[config.mk]
export PLATFORM = sky130hd
export DESIGN_NAME = pc_gen
export DESIGN_NICKNAME = d
export VERILOG_FILES = /design/src/rtl/pc_gen.sv
export SDC_FILE = /design/constraint.sdc
export NUM_CORES = 1
export LEC_CHECK = 0
export CORE_MARGIN = 1
export CORE_UTILIZATION = 49
export CTS_CLUSTER_DIAMETER = 120
export CTS_CLUSTER_SIZE = 28
export DETAILED_ROUTE_END_ITERATION = 8
export PLACE_DENSITY = 0.9
export SYNTH_ARGS = -nofsm -noshare
export SYNTH_HDL_FRONTEND = slang
export SYNTH_SLANG_ARGS = --single-unit
[constraint.sdc]
create_clock -name clk -period 3 [get_ports clk]
set_input_delay 0.75 -clock clk [delete_from_list [all_inputs] [get_ports clk]]
set_output_delay 0.75 -clock clk [all_outputs]
set_load 0.1 [all_outputs]
[src/rtl/pc_gen.sv]
//------------------------------------------------------------------------------
// pc_gen : fetch PC generator with exception / ID redirect and delay-slot wait
// Rev 1.0 : initial release
//------------------------------------------------------------------------------
`default_nettype none

module pc_gen #(
  parameter int          FETCH_WIDTH = 2,
  parameter logic [31:0] RESET_PC    = 32'hBFC0_0000,
  parameter int          CNT_W       = $clog2(FETCH_WIDTH + 1)
) (
  input  logic             clk,
  input  logic             rst,
  input  logic             stall,
  input  logic [CNT_W-1:0] inst_ok_cnt,
  input  logic             ex_redirect,
  input  logic [31:0]      ex_target,
  input  logic             id_take_j_imme,
  input  logic [25:0]      id_j_imme,
  input  logic             id_take_branch,
  input  logic [15:0]      id_branch_offset,
  input  logic             id_take_jr,
  input  logic [31:0]      id_rs_data,
  input  logic [31:0]      id_pc,
  input  logic             id_ds_fetched,
  output logic [31:0]      fetch_pc,
  output logic             fetch_valid,
  output logic             redirect_flush,
  output logic             ds_wait
);

  localparam logic [31:0] c_fetch_w = 32'(FETCH_WIDTH);

  typedef enum logic [0:0] {
    S_RUN     = 1'b0,
    S_DS_WAIT = 1'b1
  } state_t;

  state_t      r_state, w_state_nxt;
  logic [31:0] r_pc, w_pc_nxt;
  logic [31:0] r_pend, w_pend_nxt;
  logic        r_flush, w_flush_nxt;

  logic [31:0] w_cnt_ext;
  logic [31:0] w_cnt_clamped;
  logic [31:0] w_seq_pc;
  logic [31:0] w_br_target;
  logic [31:0] w_id_target;
  logic        w_id_redirect;

  assign w_cnt_ext     = 32'(inst_ok_cnt);
  assign w_cnt_clamped = (w_cnt_ext > c_fetch_w) ? c_fetch_w : w_cnt_ext;
  assign w_seq_pc      = r_pc + (w_cnt_clamped << 2);

  assign w_br_target   = id_pc + 32'd4 + {{14{id_branch_offset[15]}}, id_branch_offset, 2'b00};
  assign w_id_redirect = (id_take_j_imme | id_take_branch | id_take_jr) & ~stall;

  always_comb begin
    w_id_target = id_rs_data;
    if (id_take_j_imme)      w_id_target = {id_pc[31:28], id_j_imme, 2'b00};
    else if (id_take_branch) w_id_target = w_br_target;
  end

  always_comb begin
    w_state_nxt = r_state;
    w_pc_nxt    = r_pc;
    w_pend_nxt  = r_pend;
    w_flush_nxt = 1'b0;
    if (ex_redirect) begin
      w_pc_nxt    = ex_target;
      w_pend_nxt  = 32'd0;
      w_state_nxt = S_RUN;
      w_flush_nxt = 1'b1;
    end else begin
      case (r_state)
        S_DS_WAIT: begin
          // Delay slot has arrived; anything fetched beyond it is discarded by the flush.
          if (!stall && (inst_ok_cnt != '0)) begin
            w_pc_nxt    = r_pend;
            w_state_nxt = S_RUN;
            w_flush_nxt = 1'b1;
          end
        end
        default: begin
          if (w_id_redirect) begin
            if (id_ds_fetched) begin
              w_pc_nxt    = w_id_target;
              w_flush_nxt = 1'b1;
            end else begin
              w_pend_nxt  = w_id_target;
              w_state_nxt = S_DS_WAIT;
              w_pc_nxt    = w_seq_pc;
            end
          end else if (!stall) begin
            w_pc_nxt = w_seq_pc;
          end
        end
      endcase
    end
  end

  always_ff @(posedge clk or posedge rst) begin
    if (rst) begin
      r_state <= S_RUN;
      r_pc    <= RESET_PC;
      r_pend  <= 32'd0;
      r_flush <= 1'b0;
    end else begin
      r_state <= w_state_nxt;
      r_pc    <= w_pc_nxt;
      r_pend  <= w_pend_nxt;
      r_flush <= w_flush_nxt;
    end
  end

  assign fetch_pc       = r_pc;
  assign fetch_valid    = ~rst;
  assign redirect_flush = r_flush;
  assign ds_wait        = (r_state == S_DS_WAIT);

endmodule

`default_nettype wire

==> run summary <==
The run finished, with violations left. Ranked by instance count, the synthesized netlist is headed by nand2_1, a21oi_1, nor2_1. The total number of clock tree sinks came out at 66.

Detailed routing inserted a total of 8868 vias. Between clock sinks in the finished design, the worst skew comes to 0.006824 ns. The top-level I/O count is 183. The ratio of total power to cell area is 447.1 nW/um^2. The number of storage elements in the synthesis netlist is 66. The number of max-slew violations in the final report came to 0. The design internal power is 0.002757 W. The most frequent cell on the critical path is ha_4. The width of the chip is 114.8 um. The clock transition at the registers of the reported paths is 0.06 ns.

The sequential share of power came out at 22.9%. The first-pass GRT wire length is 41.75 mm. The floorplan die area is 13190 sq um. During placement, the flow inserted port buffers numbering 182. The net count of the mapped netlist came out at 993.

Traced cell by cell, the critical path runs through buf_8 -> ha_4 -> ha_4 -> inv_2 -> fa_2 -> and2b_4 -> o31ai_4 -> buf_4 -> a21oi_4 -> a31oi_4 -> o21ai_4 -> o2111ai_2 -> nor3b_2 -> or4_1 -> a31oi_1. The initialized floorplan defines 40 standard-cell rows. The core region is 12210 sq um. The detailed placer's ending HPWL is 18.48 mm. The largest buffer count on any clock path came out at 2.

The number of distinct library cells after synthesis is 68. The net switching power is 0.002085 W. The final count of hold timing violations is 0. The part of the Yosys area used for sequential elements came out at 26.65%. The min-delay analysis places its worst path in the category reg -> reg. The worst-case register-to-register setup slack is 0.55 ns. The Yosys step of the flow raised 0 warnings. The last weighted congestion value of the routability-driven placer is 0.9581. The number of buffers inserted during clock tree synthesis is 9. The number of global-route vias before repair came out at 8001.

In this run the static leakage power is 4.634 nW. The overall routing resource usage came out at 41.17%. The maximum fanout encountered on the critical timing path is 3. The buffering stage count on the worst path with inverters included came out at 3. The mean cell area of the mapped netlist came out at 7.957 sq um. The share of flip-flops with an asynchronous set or reset is 100.0%. Summed over all instances, the cell type with the most area after synthesis is dfrtp_1. For this design, the slowest cell found on the critical path is or4_1. The required time of the critical path is 3.26 ns.

The root buffer cell chosen for the clock tree is clkbuf_16. The number of placed cells counting well taps is 1231. The classification of the worst setup path is in -> reg. The largest incremental delay on the critical path is 0.49 ns. By area the synthesized netlist is led by dfrtp_1, ha_1, a21oi_1, nand2_1, o21ai_0.

The category of the worst setup path capture point is a flip-flop. The finished layout holds 1272 standard cells, fillers aside. The combined area of all synthesized cells came out at 6238 sq um. The post-detailed-route via-to-cell ratio came out at 6.972.

The insertion delay of the later-clocked pin in the worst-skew pair is 0.34 ns. The top cell type's share of synthesized area came out at 22.86%. The final reports fail on negative setup slack. Headroom to the max-slew limit came out at 42.14%. The remaining global-route overflow came out at 0.

The maximum number of pins on one net before global-route repair is 67. The number of fill cells in the layout is 511. The hold buffer count at CTS came out at 0. The type of origin of the critical path is an input pin. The worst slack on hold paths is 0.4857 ns. The DRC violation count after routing is 0. The kind of cell with the highest combined delay along the critical path is compound AO/OA/AOI/OAI gates. The endpoint arrival time on the critical path is 3.75 ns. Across all setup checks in the final design, the least slack found is -0.4973 ns. The total iterations of the first detailed-routing run came out at 7.

The average wire length per cell after detail routing is 25.96 um. For this run, the leading register cell type out of synthesis is dfrtp_1. IR analysis of the VDD net gives a maximum drop of 0.2686 mV.

The post-route minimum period came out at 3.497 ns. The transition time of the tightest slew-check pin came out at 0.8679 ns. The number of antenna diodes in the final layout is 0.

The reported max-cap violation count came out at 0. For this run, the post-layout net count is 1308. The number of endpoints failing setup at the final stage is 37. The proportion of layout cells with a drive suffix above 1 came out at 35.24%. The CTS tree is yes. The maximum clock frequency is 285.9 MHz. The detailed router's first-iteration violation count is 1295. By instance count, the leading cell after synthesis is nand2_1. The effective utilization at floorplan is 51.09%.

The number of antenna violations at the first check in global routing came out at 1. The number of synthesized flops with an enable pin came out at 0. The routed wire length came out at 33.03 mm. The fraction of power consumed by the clock network came out at 22.4%. The portion of the clock cycle consumed by the worst path in the final layout is 116.6%. Setup repair after global routing could not meet its margin everywhere. Synthesis produced 784 cells. The switching share of power came out at 43.07%. The combinational power share is 54.7%. The H-tree depth is 3. The post-synthesis to final-layout area growth is 73.59%. The remaining antenna violation count came out at 0. The floorplan step set the die height to 114.8 um.
## through the flow
| step | setup TNS, ns | util, % | cell area [sq um] | setup slack, ns | total power (W) |
|---|---|---|---|---|---|
| 2_1_floorplan | -0.6758 | - | 6320 | -0.3177 | 0.002324 |
| 3_3_place_gp | -27.88 | 75.15 | 9178 | -0.9014 | 0.003092 |
| 3_5_place_dp | -31.06 | 75.15 | 9178 | -0.9895 | 0.003141 |
| 4_1_cts | -1.552 | 84.20 | 10280 | -0.3004 | 0.004407 |
| 5_1_grt | -8.082 | 88.68 | 10830 | -0.5355 | 0.004952 |
| 6_report | -5.641 | 88.68 | 10830 | -0.4973 | 0.004842 |
## kinds of logic after synthesis
kind of cell    share of synthesized area (%)
buf+inv                                 4.091
fa+ha+maj                               12.47
mux                                     2.106
compound gates                          30.16
simple gates                            18.75
xor+xnor                                5.756
flops                                   26.65
## state kept, by name, indices dropped and copies added, names as in the netlist
signal / flops
fetch_pc: 32
redirect_flush: 1
ds_wait: 1
r_pend: 32
## final timing paths
| kind | from | end | cells after the start |
|---|---|---|---|
| setup / recovery | id_pc[3] | fetch_pc[29] | 15 |
| hold / removal | fetch_pc[0] | fetch_pc[0] | 2 |
| setup reg to reg | fetch_pc[3] | fetch_pc[9] | 11 |
| hold reg to reg | fetch_pc[0] | fetch_pc[0] | 2 |
| max in group asynchronous | rst | fetch_pc[2] | 3 |
| min in group asynchronous | rst | r_pend[24] | 3 |
## repair_timing
action                     CTS  global route
setup buffers               10            17
gates resized for setup    155           115
gates cloned                 1             0
setup endpoints to repair   46            43
pin swaps                   75            62
## power by group through the flow
stage / clock [W] / combinational (W) / sequential [W]
detailed placement: 0 / 0.00203 / 0.00111
global route: 0.00111 / 0.00272 / 0.00112
finish: 0.00109 / 0.00265 / 0.00111
global placement: 0 / 0.00198 / 0.00111
CTS: 0.00107 / 0.00224 / 0.00110
floorplan: 0 / 0.000783 / 0.00154
## placed cells by master, fill, tap and decap left out, types with 12 or more instances in the layout
| cell | n |
|---|---|
| nor2_1 | 64 |
| o22ai_1 | 21 |
| mux2i_1 | 12 |
| dlygate4sd2_1 | 16 |
| a21oi_2 | 16 |
| a21oi_1 | 56 |
| nor3_1 | 20 |
| nand4_1 | 15 |
| xor2_1 | 15 |
| dfrtp_1 | 55 |
| ha_4 | 49 |
| xnor2_1 | 22 |
| nand2_1 | 83 |
| buf_6 | 17 |
| a22o_1 | 13 |
| dlymetal6s2s_1 | 12 |
| o21ai_0 | 39 |
| buf_4 | 179 |
| inv_1 | 19 |
| clkdlybuf4s50_1 | 105 |
## tightest hold or removal path, cell delays in order, from the launching register on
cell     delay, ns
dfrtp_1       0.34
nand2_1       0.05
o21ai_0       0.06
## per-layer routing
metal | vias up | global-route usage [%] | wire length, um
li1 | 3562 | - | -
met1 | 4029 | 49.42 | 11060
met2 | 980 | 70.38 | 14670
met3 | 297 | 8.751 | 4504
met4 | 0 | 19.83 | 2797
met5 | - | 0 | 0
## final cells by class
class	count	area, sq um	area share (%)
Clock inverter	4	50.05	0.4622
Multi-Input combinational cell	654	5523	51.00
Timing Repair Buffer	343	3027	27.95
Inverter	25	97.59	0.9012
Clock buffer	12	256.5	2.369
Tap cell	168	210.2	1.941
Sequential cell	66	1665	15.38
Note: power is estimated with default switching activity, not from simulation.
